===== config.mk =====
export PLATFORM = sky130hd
export DESIGN_NAME = aibcr3_dll_code_ctrl_flat
export DESIGN_NICKNAME = d
export VERILOG_FILES = /design/src/rtl/aibcr3_dll_code_ctrl_if.sv /design/src/rtl/aibcr3_dll_code_ctrl.sv /design/src/flat_wrapper.sv
export SDC_FILE = /design/constraint.sdc
export NUM_CORES = 1
export LEC_CHECK = 0
export BUFFER_PORTS_ARGS = -buffer_cell sky130_fd_sc_hd__buf_2
export CAP_MARGIN = 15
export CORE_MARGIN = 10
export CORE_UTILIZATION = 50
export DETAILED_ROUTE_END_ITERATION = 6
export HOLD_SLACK_MARGIN = 0.03
export PLACE_DENSITY = 0.7
export SYNTH_ARGS = -nofsm -noshare
export SYNTH_HDL_FRONTEND = slang
export SYNTH_SLANG_ARGS = --single-unit
export TNS_END_PERCENT = 30

===== constraint.sdc =====
create_clock -name clk_pll -period 3.5 [get_ports clk_pll]
set_input_delay 0.7 -clock clk_pll [delete_from_list [all_inputs] [get_ports clk_pll]]
set_output_delay 0.7 -clock clk_pll [all_outputs]
set_load 0.05 [all_outputs]

===== src/rtl/aibcr3_dll_code_ctrl_if.sv =====
// Signal bundle between the DLL code controller and the alignment datapath.
interface aibcr3_dll_code_ctrl_if;
  logic        lock_req;
  logic        t_up;
  logic        t_down;
  logic [10:0] csr_init_code;
  logic [7:0]  f_gray;
  logic [2:0]  i_gray;
  logic        code_valid;
  logic        dll_lock;
  logic        dll_phdet_reset_n;
  logic        sat_err;

  modport master (
    output lock_req, t_up, t_down, csr_init_code,
    input  f_gray, i_gray, code_valid, dll_lock, dll_phdet_reset_n, sat_err
  );

  modport slave (
    input  lock_req, t_up, t_down, csr_init_code,
    output f_gray, i_gray, code_valid, dll_lock, dll_phdet_reset_n, sat_err
  );
endinterface


===== src/rtl/aibcr3_dll_code_ctrl.sv =====
// DLL delay-code stepping controller: phase-detector driven Gray coarse/fine codes.
// Optional macro AIBCR3_DLL_CODE_CTRL_PHD_SYNC_EN adds a 2-flop synchronizer on t_up/t_down.
module aibcr3_dll_code_ctrl #(
  parameter int SETTLE     = 8,
  parameter int LOCK_FLIPS = 4,
  parameter int CODE_MAX   = 511
) (
  input  logic                     clk_pll,
  input  logic                     str_rst_n,
  aibcr3_dll_code_ctrl_if.slave    bus
);
  typedef enum logic [1:0] {IDLE, PHRST, SEARCH, TRACK} state_t;

  localparam logic [10:0] CMAX  = 11'(CODE_MAX);
  localparam logic [7:0]  WLAST = 8'(SETTLE - 1);
  localparam logic [3:0]  LFLIP = 4'(LOCK_FLIPS);

  state_t      state, state_n;
  logic [1:0]  pcnt, pcnt_n;
  logic [7:0]  wcnt, wcnt_n;
  logic [10:0] code, code_n;
  logic [3:0]  rev, rev_n;
  logic        last_up, last_up_n;
  logic        have_dir, have_dir_n;
  logic [2:0]  satcnt, satcnt_n;
  logic        sat_err_n;
  logic        up_s, dn_s;
  logic        step_up, step_dn, decide, sat_hit, active_n;
  logic [10:0] init_code;

`ifdef AIBCR3_DLL_CODE_CTRL_PHD_SYNC_EN
  logic [1:0] up_pipe, dn_pipe;
  always_ff @(posedge clk_pll or negedge str_rst_n) begin
    if (!str_rst_n) begin
      up_pipe <= '0;
      dn_pipe <= '0;
    end else begin
      up_pipe <= {up_pipe[0], bus.t_up};
      dn_pipe <= {dn_pipe[0], bus.t_down};
    end
  end
  assign up_s = up_pipe[1];
  assign dn_s = dn_pipe[1];
`else
  assign up_s = bus.t_up;
  assign dn_s = bus.t_down;
`endif

  assign init_code = (bus.csr_init_code > CMAX) ? CMAX : bus.csr_init_code;
  assign step_up   = up_s & ~dn_s;
  assign step_dn   = dn_s & ~up_s;
  assign decide    = (wcnt == WLAST);

  always_comb begin
    state_n    = state;
    pcnt_n     = pcnt;
    wcnt_n     = wcnt;
    code_n     = code;
    rev_n      = rev;
    last_up_n  = last_up;
    have_dir_n = have_dir;
    satcnt_n   = satcnt;
    sat_err_n  = bus.sat_err;
    sat_hit    = 1'b0;
    case (state)
      IDLE: begin
        code_n     = init_code;
        pcnt_n     = '0;
        wcnt_n     = '0;
        rev_n      = '0;
        last_up_n  = 1'b0;
        have_dir_n = 1'b0;
        satcnt_n   = '0;
        sat_err_n  = 1'b0;
        if (bus.lock_req) state_n = PHRST;
      end
      PHRST: begin
        pcnt_n = pcnt + 2'd1;
        if (pcnt == 2'd3) state_n = SEARCH;
      end
      default: begin
        if (state == SEARCH && rev == LFLIP) state_n = TRACK;
        wcnt_n = decide ? 8'd0 : wcnt + 8'd1;
        if (decide) begin
          sat_hit = (step_up && code == CMAX) || (step_dn && code == 11'd0);
          if (sat_hit) begin
            // saturated decisions leave code and reversal history untouched
            if (satcnt != 3'd4) satcnt_n = satcnt + 3'd1;
            if (satcnt >= 3'd3) sat_err_n = 1'b1;
          end else begin
            satcnt_n = '0;
            if (step_up || step_dn) begin
              code_n     = step_up ? code + 11'd1 : code - 11'd1;
              rev_n      = (have_dir && last_up != step_up) ? rev + 4'd1 : 4'd0;
              last_up_n  = step_up;
              have_dir_n = 1'b1;
            end
          end
        end
      end
    endcase
    // abort overrides the window position
    if (state != IDLE && !bus.lock_req) begin
      state_n    = IDLE;
      code_n     = init_code;
      pcnt_n     = '0;
      wcnt_n     = '0;
      rev_n      = '0;
      last_up_n  = 1'b0;
      have_dir_n = 1'b0;
      satcnt_n   = '0;
      sat_err_n  = 1'b0;
    end
  end

  assign active_n = (state_n == SEARCH) || (state_n == TRACK);

  always_ff @(posedge clk_pll or negedge str_rst_n) begin
    if (!str_rst_n) begin
      state                 <= IDLE;
      pcnt                  <= '0;
      wcnt                  <= '0;
      code                  <= '0;
      rev                   <= '0;
      last_up               <= 1'b0;
      have_dir              <= 1'b0;
      satcnt                <= '0;
      bus.sat_err           <= 1'b0;
      bus.f_gray            <= '0;
      bus.i_gray            <= '0;
      bus.code_valid        <= 1'b0;
      bus.dll_lock          <= 1'b0;
      bus.dll_phdet_reset_n <= 1'b0;
    end else begin
      state                 <= state_n;
      pcnt                  <= pcnt_n;
      wcnt                  <= wcnt_n;
      code                  <= code_n;
      rev                   <= rev_n;
      last_up               <= last_up_n;
      have_dir              <= have_dir_n;
      satcnt                <= satcnt_n;
      bus.sat_err           <= sat_err_n;
      bus.f_gray            <= code_n[10:3] ^ (code_n[10:3] >> 1);
      bus.i_gray            <= code_n[2:0] ^ (code_n[2:0] >> 1);
      bus.code_valid        <= active_n && (wcnt_n >= 8'd2);
      bus.dll_lock          <= (state_n == TRACK);
      bus.dll_phdet_reset_n <= active_n;
    end
  end
endmodule


===== src/flat_wrapper.sv =====
// flat-port wrapper written by rule: the top's interface ports become plain ports
module aibcr3_dll_code_ctrl_flat 
#(
  parameter int SETTLE     = 8,
  parameter int LOCK_FLIPS = 4,
  parameter int CODE_MAX   = 511
)
  (clk_pll, str_rst_n, bus_lock_req, bus_t_up, bus_t_down, bus_csr_init_code, bus_f_gray, bus_i_gray, bus_code_valid, bus_dll_lock, bus_dll_phdet_reset_n, bus_sat_err);
  aibcr3_dll_code_ctrl_if bus_i ();
  input  logic clk_pll;
  input  logic str_rst_n;
  input wire logic [$bits(bus_i.lock_req)-1:0] bus_lock_req;
  input wire logic [$bits(bus_i.t_up)-1:0] bus_t_up;
  input wire logic [$bits(bus_i.t_down)-1:0] bus_t_down;
  input wire logic [$bits(bus_i.csr_init_code)-1:0] bus_csr_init_code;
  output wire logic [$bits(bus_i.f_gray)-1:0] bus_f_gray;
  output wire logic [$bits(bus_i.i_gray)-1:0] bus_i_gray;
  output wire logic [$bits(bus_i.code_valid)-1:0] bus_code_valid;
  output wire logic [$bits(bus_i.dll_lock)-1:0] bus_dll_lock;
  output wire logic [$bits(bus_i.dll_phdet_reset_n)-1:0] bus_dll_phdet_reset_n;
  output wire logic [$bits(bus_i.sat_err)-1:0] bus_sat_err;
  assign bus_i.lock_req = bus_lock_req;
  assign bus_i.t_up = bus_t_up;
  assign bus_i.t_down = bus_t_down;
  assign bus_i.csr_init_code = bus_csr_init_code;
  assign bus_f_gray = bus_i.f_gray;
  assign bus_i_gray = bus_i.i_gray;
  assign bus_code_valid = bus_i.code_valid;
  assign bus_dll_lock = bus_i.dll_lock;
  assign bus_dll_phdet_reset_n = bus_i.dll_phdet_reset_n;
  assign bus_sat_err = bus_i.sat_err;
  aibcr3_dll_code_ctrl #(.SETTLE(SETTLE), .LOCK_FLIPS(LOCK_FLIPS), .CODE_MAX(CODE_MAX)) u_core (.clk_pll(clk_pll), .str_rst_n(str_rst_n), .bus(bus_i));
endmodule

==> results.cfg, run 1 <==
[status]
status = finished clean

[synth]
ys_ff_latch = 45
synth_top_area_cell = dfrtp_1
seq_area_frac_synth_pct = 38.8
synthTopCellsByArea = dfrtp_1 39%, ha_1 8.2%, nor2_1 4.3%
ys_types = 62
synth_common_cells = 45 x dfrtp_1, 33 x nor2_1, 23 x o21ai_0, 19 x ha_1, 18 x nand2_1
netlist_instances = 309
synth.most_common_cell = dfrtp_1
synth_flop_cell = dfrtp_1
synth_fp_nets = 345
synth_top_area_share_pct = 38.8
synth_edf_count = 0
syn_area_sq_um = 2900
synthArstFlopShare_pct = 100
avgSynthCellArea_sq_um = 9.39
ys_warn_count = 0

[power_and_ir_drop]
comb_power_share_pct = 21.6
net-switching-power_mw = 0.378
p_leak_nw = 1.42
power_frac_seq_pct = 45.5
power_density_nw_per_um2 = 383
clock_power_share_pct = 32.9
internal_power_mw = 0.870
peakVddDrop_uv = 210
finalPower_mw = 1.25
switching_share_pct = 30.3

[critical_path]
r2r_slack_ns = 0.59
cp-end-kind = flop
cp_slowest_cell = fa_1
worstSetupPathType = input pin to flop
critPathLaunchType = input pin
slowest_delay_ns = 0.43
crit_chain = buf_2 > inv_1 > ha_1 > inv_1 > fa_1 > a21oi_1 > o2111ai_1 > a41oi_1 > or3_1 > o2111ai_1 > a211o_1 > mux2_2
reg2reg_from = u_core.wcnt[3]
path_max_fanout = 7
cp-endpoint = u_core.bus.f_gray[6]
crit_required_ns = 3.69
r2r_cells = 7
worstSetupStartpoint = bus_t_down
cp.arrival_ns = 3.39
rr_endpoint = u_core.bus.f_gray[6]

[route]
drtIter0Drc = 127
vias = 2343
antenna_left = 0
drc = 0
drt_pre_antenna_iters = 4
via_per_inst = 5.66
wl_per_cell_um = 15.8
routed_wl_um = 6560

[floorplanning]
coreArea_sq_um = 5570
die_w_um = 96.2
dieArea_sq_um = 9250
row_count = 27
start_util_pct = 52.1
io_pins = 31
die_h_um = 96.2

[global_routing]
grtUsageTotal_pct = 15.0
grt_max_degree = 46
grt_first_pass_wirelength_um = 11200
antenna_found_initial = 0
overflow = 0
grt_pass1_vias = 2318

[clock_network]
clkLatencyLatePin_ns = 0.30
cts_max_level = 2
cts_setup_buffers = 0
cts.clk_slew.worst_paths_ns = 0.08
cts_root_buf = clkbuf_8
cts_num_sinks = 45
numCtsBuffers = 5
postCtsResizedCells = 0
cts_hold_buf = 0
cts_tree = built
clk_path_buf_depth = 2

[finish]
fin_nets = 377
antenna_cells = 0
area.growth.synth_to_final_pct = 12.3
fillers = 494
multi_input_comb_area_sq_um = 1660
regArea_sq_um = 1130
drive_gt1_share_pct = 18.7

[hold_path]
hp-class = flop to flop

[timing]
rsz0062_at_grt = no
setup_ws_ns = 0.302
hold_slack_ns = 0.509
report.final.hold_viol_count = 0
tightestPinTransition_ns = 0.980
setup-violations-final = 0
layout_min_cycle_time_ns = 3.20
slew_viol_final = 0
skew_ns = 0.00685
fmax_ghz = 0.313
slew_headroom_pct = 34.7
finalSetupTns_ns = 0
fin_crit_sh_pct = 91.4

[job]
drv_cap = 0

[placed_design]
post-dp-hpwl_um = 4820
place_congestion = 0.812
pre_cts_slack_ns = 0.0313
numPortBuffers = 30
[worst min-delay path by stage]
stage                     slack [ns]  cells past startpoint          startpoint               endpoint
after floorplan                 0.40                      0           str_rst_n  u_core.bus.code_valid
after CTS                       0.51                      1       u_core.rev[3]          u_core.rev[3]
final                           0.51                      2  u_core.bus.sat_err     u_core.bus.sat_err
after global placement          0.47                      1       u_core.rev[3]          u_core.rev[3]
after detailed placement        0.49                      1       u_core.rev[3]          u_core.rev[3]
after global routing            0.53                      1       u_core.rev[3]          u_core.rev[3]
[state kept, by name (all words and copies together), names as in the netlist]
register,flops
u_core.bus.code_valid,1
u_core.bus.dll_lock,1
u_core.bus.dll_phdet_reset_n,1
u_core.bus.f_gray,8
u_core.bus.i_gray,2
u_core.bus.sat_err,1
u_core.code,10
u_core.have_dir,1
u_core.last_up,1
u_core.pcnt,2
u_core.rev,4
u_core.satcnt,3
u_core.state,2
u_core.wcnt,8
[metrics by stage]
stage,cell area [sq um],utilization [%],instances
2_1_floorplan,2900,-,309
3_3_place_gp,3140,56.3,406
3_5_place_dp,3140,56.3,406
4_1_cts,3260,58.5,414
5_1_grt,3260,58.5,414
6_report,3260,58.5,414
[kinds of logic after synthesis]
group                      synth area share [%]
buffers and inverters                      4.01
muxes                                      2.80
DFF                                        38.8
xor gates and xnor gates                   5.43
AOI/OAI and AO/OA                          19.1
adders and majority gates                  8.88
and+or+nand+nor                            21.0
[cell type report]
class,instances,share of cell area (%)
Clock buffer,6,2.53
Timing Repair Buffer,38,6.45
Multi-Input combinational cell,237,50.9
Inverter,14,1.61
Tap cell,72,2.76
Clock inverter,2,1.15
Sequential cell,45,34.5
[layout by cell type, fill, tap and decap left out, drive strengths merged, types with 11 or more instances in the layout]
cell,Yosys,layout
nand2,18,18
nand3,13,13
buf,4,38
dfrtp,45,45
nor2,34,34
a21oi,12,12
ha,19,19
o21ai,32,32
inv,14,14
xor2,11,11
[routing by layer]
| metal | GRT usage, % | wire (um) | vias to the layer above |
|---|---|---|---|
| met4 | 4.79 | 105 | 0 |
| met2 | 23.5 | 2870 | 56 |
| li1 | - | - | 1179 |
| met3 | 3.97 | 506 | 11 |
| met1 | 19.7 | 3080 | 1097 |
| met5 | 0 | 0 | - |
[worst max-delay path: cells and delay by family]
family / cells / cell delay (ns)
and+or+nand+nor: 1 / 0.17
adders and majority gates: 2 / 0.61
AOI/OAI and AO/OA: 5 / 1.33
buffers and inverters: 3 / 0.31
muxes: 1 / 0.27
[power by group through the flow]
| stage | Combinational [mW] | Sequential, mW | Clock [mW] |
|---|---|---|---|
| final | 0.270 | 0.568 | 0.410 |
| after global routing | 0.299 | 0.573 | 0.448 |
| after CTS | 0.272 | 0.568 | 0.424 |
| after detailed placement | 0.269 | 0.578 | 0 |
| after global placement | 0.267 | 0.577 | 0 |
| after floorplan | 0.151 | 0.623 | 0 |
Power figures use the tool's default switching activity.
==> run 2, diff against run 1 <==
--- a/config.mk
+++ b/config.mk
@@ -5,13 +5,15 @@
 export SDC_FILE = /design/constraint.sdc
 export NUM_CORES = 1
 export LEC_CHECK = 0
+export ABC_AREA = 1
 export BUFFER_PORTS_ARGS = -buffer_cell sky130_fd_sc_hd__buf_2
 export CAP_MARGIN = 15
 export CORE_MARGIN = 10
 export CORE_UTILIZATION = 50
 export DETAILED_ROUTE_END_ITERATION = 6
+export GPL_TIMING_DRIVEN = 0
 export HOLD_SLACK_MARGIN = 0.03
-export PLACE_DENSITY = 0.7
+export PLACE_DENSITY = 0.69
 export SYNTH_ARGS = -nofsm -noshare
 export SYNTH_HDL_FRONTEND = slang
 export SYNTH_SLANG_ARGS = --single-unit
==> run 2 against run 1 <==
Compared with the run above: clock skew up 0.0022 ns; cell count up 36%; utilization down 0.46 points; flip-flop and latch count unchanged; largest cell class unchanged.
==> results.cfg, run 2 <==
[synth]
ys_ff_latch = 45
synth_common_cells = 141 x nand2_1, 55 x inv_1, 45 x dfrtp_1, 43 x nor2_1, 33 x nand3_1
syn_area_sq_um = 3180
synth_compound_area_share_pct = 11.6
yosys-mux-area-fraction_pct = 0
synth_top_family_by_area = simple AND/OR/NAND/NOR gates
synth_top_area_cell = dfrtp_1
ys_types = 37
netlist_instances = 451
avgSynthCellArea_sq_um = 7.05
synth.most_common_cell = nand2_1
synthXorXnorAreaFrac_pct = 1.93
synthArstFlopShare_pct = 100
synth_edf_count = 0
yosys.area_share.simple_pct = 33.5
synth_top_area_share_pct = 35.4
synth_flop_cell = dfrtp_1
synthTopCellsByArea = dfrtp_1 35%, nand2_1 17%, ha_1 7.5%
ys_warn_count = 0
synth_fp_nets = 487
synth-adder-area-share_pct = 8.11
seq_area_frac_synth_pct = 35.4

[critical_path]
r2r_cells = 13
reg2reg_from = u_core.code[7]
path_max_fanout = 15
rr_endpoint = u_core.bus.f_gray[4]
r2r_slack_ns = 1.41
critPathLaunchType = input pin
cp.arrival_ns = 3.03
crit_required_ns = 3.75
worstSetupPathType = input pin to flop
cp-end-kind = flop

[clock_network]
cts.clk_slew.worst_paths_ns = 0.10
cts_root_buf = clkbuf_8
cts_setup_buffers = 0
clk_path_buf_depth = 2
postCtsResizedCells = 0
cts_tree = built
numCtsBuffers = 5
cts_num_sinks = 45
cts_max_level = 2
cts_hold_buf = 0
clkLatencyLatePin_ns = 0.31

[power_and_ir_drop]
p_leak_nw = 1.87
peakVddDrop_uv = 188
power_density_nw_per_um2 = 373

[placed_design]
pre_cts_slack_ns = 0.392
numPortBuffers = 30
place_congestion = 0.874
placedCellCount = 556
post-dp-hpwl_um = 6050

[floorplanning]
io_pins = 31
die_h_um = 99.7
row_count = 28
start_util_pct = 52.4
coreArea_sq_um = 6060
dieArea_sq_um = 9950
die_w_um = 99.7

[route]
via_per_inst = 5.24
antenna_left = 0
drt_pre_antenna_iters = 4
routed_wl_um = 7800
vias = 2954
wl_per_cell_um = 13.8
drtIter0Drc = 160
drc = 0

[timing]
fmax_ghz = 0.359
skew_ns = 0.00902
finalSetupTns_ns = 0
layout_min_cycle_time_ns = 2.79
hold_slack_ns = 0.483
fin_crit_sh_pct = 79.6
rsz0062_at_grt = no
setup-violations-final = 0
report.final.hold_viol_count = 0
setup_ws_ns = 0.712
slew_headroom_pct = 34.7
slew_viol_final = 0
tightestPinTransition_ns = 0.980

[global_routing]
antenna_found_initial = 0
grt_use_met3_pct = 3.94
grt_first_pass_wirelength_um = 13400
grt_max_degree = 46
grtUsageTotal_pct = 16.1
overflow = 0
grt.busiest_layer = met2
use_met1_pct = 20.9
met2_usage_pct = 25.6
grt_pass1_vias = 2869

[finish]
largest_reg_flops = 10
area.growth.synth_to_final_pct = 10.6
layout_commonest_cell = nand2_1
drive_gt1_share_pct = 16.0
largest_register = u_core.code
layout.cells.non_filler = 564
antenna_cells = 0
fin_nets = 524
largestRegisters = u_core.code (10), u_core.bus.f_gray (8), u_core.wcnt (8)
layout_common_cells = 141 x nand2_1, 55 x inv_1, 45 x dfrtp_1

[status]
status = finished clean

[hold_path]
min_path_cells = 2
hp-class = flop to flop
min_from = u_core.bus.sat_err
worstHoldEndpoint = u_core.bus.sat_err

[job]
drv_cap = 0
[run 2: cell count changes in the layout (fill, tap and decap cells not counted), moves of 7 or more]
cell	delta
inv_2	+10
inv_1	+41
nor2_1	+10
mux2i_1	-7
nand3_1	+20
a21oi_1	+10
nand2_1	+123
o21ai_0	-8
[run 2: cells by family (layout without fill, tap and decap cells)]
logic type,Yosys count,count (layout)
fa+ha+maj,20,20
xor+xnor,7,7
buf+inv,74,112
compound gates,62,62
simple gates,243,243
flops,45,45
[run 2: power breakdown]
group | internal [mW] | switching, mW | leakage [nW]
combinational | 0.117 | 0.264 | 1.25
clock | 0.146 | 0.202 | 0.0452
sequential | 0.552 | 0.0299 | 0.579
[run 2: per-layer routing]
layer / vias to the layer above / routed length, um
met5: - / 0
met4: 0 / 87
met3: 8 / 535
met2: 86 / 3600
met1: 1337 / 3580
li1: 1523 / -
[run 2: critical path, cell delays in order]
cell,delay [ns]
buf_2,0.09
inv_1,0.04
ha_1,0.20
inv_1,0.41
ha_1,0.37
or2_2,0.33
nand3b_1,0.09
nand2_1,0.09
xor2_1,0.16
nand2_1,0.09
nand3_2,0.08
a21oi_1,0.23
nand2_1,0.08
nand2_1,0.09
[run 2: worst max-delay path by stage]
stage	start	to	slack, ns	cells past startpoint
after floorplan	bus_t_down	u_core.bus.f_gray[3]	0.91	14
after global placement	bus_t_down	u_core.bus.f_gray[3]	0.41	14
after detailed placement	bus_t_down	u_core.bus.f_gray[3]	0.39	14
after CTS	bus_t_down	u_core.bus.f_gray[3]	0.70	14
after global routing	bus_t_down	u_core.bus.f_gray[4]	0.48	15
final	bus_t_down	u_core.bus.f_gray[3]	0.71	14
[run 2: final cells by class]
cell class / instances / area (sq um)
repair buffers: 30 / 150
flip-flops and latches: 45 / 1130
clock buffers: 5 / 68.8
inverters: 66 / 248
clock inverters: 3 / 25.0
fillers: 595 / 2540
plain buffers: 8 / 50.0
multi-input cells: 332 / 1750
well taps: 75 / 93.8
[run 2: through the flow]
step	instance area (sq um)	util [%]	power [mW]
after floorplan	3180	-	0.872
after global placement	3420	56.5	0.967
final	3520	58.0	1.31
after global routing	3520	58.0	1.39
after detailed placement	3420	56.5	0.973
after CTS	3520	58.0	1.32
==> run 3, diff against run 2 <==
--- a/config.mk
+++ b/config.mk
@@ -5,7 +5,7 @@
 export SDC_FILE = /design/constraint.sdc
 export NUM_CORES = 1
 export LEC_CHECK = 0
-export ABC_AREA = 1
+export ABC_AREA = 0
 export BUFFER_PORTS_ARGS = -buffer_cell sky130_fd_sc_hd__buf_2
 export CAP_MARGIN = 15
 export CORE_MARGIN = 10
@@ -13,7 +13,7 @@
 export DETAILED_ROUTE_END_ITERATION = 6
 export GPL_TIMING_DRIVEN = 0
 export HOLD_SLACK_MARGIN = 0.03
-export PLACE_DENSITY = 0.69
+export PLACE_DENSITY = 0.7
 export SYNTH_ARGS = -nofsm -noshare
 export SYNTH_HDL_FRONTEND = slang
 export SYNTH_SLANG_ARGS = --single-unit
==> constraint.sdc (replaced) <==
create_clock -name clk_pll -period 2.85 [get_ports clk_pll]
set_input_delay 0.57 -clock clk_pll [delete_from_list [all_inputs] [get_ports clk_pll]]
set_output_delay 0.57 -clock clk_pll [all_outputs]
set_load 0.05 [all_outputs]
==> run 3 against run 2 <==
Compared with the run above: die area fell by 7.0%; clock skew decreased by 0.00076 ns; design area shrank 3.6%; power grew 14%; clock-buffer cell count increased by 1; sequential share of layout area up 1.2 points; sequential power up 20%; global-route usage is 0.98 points lower; first-iteration DRC count increased by 5.0%.
==> results.cfg, run 3 (same netlist as run 1, synthesis figures left out) <==
[status]
status = finished clean

[route]
drtIter0Drc = 168
routed_wl_um = 6830
antenna_left = 0
wl_per_cell_um = 16.1
drc = 0
via_per_inst = 5.86
drt_pre_antenna_iters = 4
vias = 2492

[global_routing]
antenna_found_initial = 0
grt_max_degree = 46
overflow = 0
grtUsageTotal_pct = 15.1
grt_pass1_vias = 2385
grt_first_pass_wirelength_um = 11300

[finish]
largestRegisters = u_core.code (10), u_core.bus.f_gray (8), u_core.wcnt (8)
antenna_cells = 0
layout_commonest_cell = dfrtp_1
largest_register = u_core.code
largest_reg_flops = 10
regArea_sq_um = 1130
fillers = 502
multi_input_comb_area_sq_um = 1760
layout_common_cells = 45 x dfrtp_1, 33 x nor2_1, 29 x buf_2
fin_nets = 388
drive_gt1_share_pct = 21.5
area.growth.synth_to_final_pct = 16.7

[clock_network]
numCtsBuffers = 5
cts_root_buf = clkbuf_8
clk_path_buf_depth = 2
clkLatencyLatePin_ns = 0.29
cts_num_sinks = 45
cts_tree = built
cts.clk_slew.worst_paths_ns = 0.09
cts_max_level = 2

[power_and_ir_drop]
clock_power_share_pct = 28.5
comb_power_share_pct = 24.8
power_frac_seq_pct = 46.7
p_leak_nw = 1.44
peakVddDrop_uv = 395
finalPower_mw = 1.49
internal_power_mw = 1.01
switching_share_pct = 32.6
net-switching-power_mw = 0.485
power_density_nw_per_um2 = 440

[floorplanning]
io_pins = 31
row_count = 27
dieArea_sq_um = 9250
die_w_um = 96.2
coreArea_sq_um = 5570
die_h_um = 96.2
start_util_pct = 52.1

[placed_design]
post-dp-hpwl_um = 4920
place_congestion = 0.929
pre_cts_slack_ns = -0.383
numPortBuffers = 29

[critical_path]
cp.arrival_ns = 2.93
path_max_fanout = 10
r2r_cells = 8
r2r_slack_ns = 0.10
cp-end-kind = flop
rr_endpoint = u_core.bus.f_gray[6]
crit_required_ns = 3.03
critPathLaunchType = flop
worstSetupPathType = flop to flop
reg2reg_from = u_core.wcnt[3]

[timing]
setup_ws_ns = 0.102
fmax_ghz = 0.364
layout_min_cycle_time_ns = 2.75
slew_viol_final = 0
fin_crit_sh_pct = 96.4
finalSetupTns_ns = 0
skew_ns = 0.00827
setup-violations-final = 0
slew_headroom_pct = 35.3
report.final.hold_viol_count = 0
tightestPinTransition_ns = 0.971
hold_slack_ns = 0.423

[hold_path]
hp-class = input pin to asynchronous set/reset pin

[job]
drv_cap = 0
==> run 3: cell count changes in the layout (fill, tap and decap cells not counted), sizes merged, moves of 11 or more <==
cell   previous run  this run
inv              67        15
nand3            35        13
nor2             51        34
nand2           146        18
a21oi            24        12
o21ai            21        32
==> run 3: worst max path at each step <==
stage | from | endpoint | slack (ns) | cells past startpoint
CTS | bus_t_down | u_core.bus.f_gray[6] | 0.03 | 12
floorplan | bus_t_down | u_core.bus.f_gray[6] | 0.01 | 11
global placement | bus_t_down | u_core.bus.f_gray[6] | -0.37 | 12
detailed placement | bus_t_down | u_core.bus.f_gray[6] | -0.38 | 12
finish | u_core.wcnt[3] | u_core.bus.f_gray[6] | 0.10 | 8
global route | u_core.wcnt[3] | u_core.bus.f_gray[6] | -0.01 | 8
==> run 3: per-stage QoR <==
stage	util (%)	instance area (sq um)	std cells
final	60.8	3390	425
after global routing	60.8	3390	425
after CTS	59.2	3300	420
after detailed placement	56.7	3160	410
after global placement	56.7	3160	410
after floorplan	-	2920	309
==> run 3: what timing repair did <==
action / in CTS / in global routing
setup endpoints to repair: 2 / 4
pin swaps: 3 / 6
gates resized for setup: 4 / 5
hold buffers: 0 / 0
buffers inserted: 2 / 5
==> run 3: final cells by class <==
type | count | share of cell area [%]
clock inverter | 2 | 0.517
buffer | 13 | 1.88
tap | 72 | 2.66
timing repair buffer | 36 | 5.83
sequential | 45 | 33.2
clock buffer | 6 | 2.44
inverter | 14 | 1.62
multi-input combinational | 237 | 51.8
==> run 3: worst max-delay path, stage by stage, from the launching register on <==
cell and delay, ns:
dfrtp_1 0.42, or4_4 0.58, or3_4 0.37, nor4_4 0.27, buf_4 0.19, buf_6 0.16, nor2_1 0.06, a211o_1 0.30
mux2_2 0.28
==> run 3: layer usage <==
metal	wire, um	GRT usage (%)	vias up	share of wire [%]
li1	-	-	1210	-
met1	3190	20.9	1206	47
met2	3110	23.7	74	45
met3	527	3.74	2	7.7
met4	13	2.33	0	0.19
met5	0	0	-	0
==> run 3: power groups by stage <==
stage	Clock [mW]	Sequential (mW)	Combinational, mW
2_1_floorplan	0	0.765	0.191
3_3_place_gp	0	0.704	0.337
3_5_place_dp	0	0.704	0.339
5_1_grt	0.459	0.701	0.404
6_report	0.425	0.696	0.369
4_1_cts	0.438	0.694	0.348
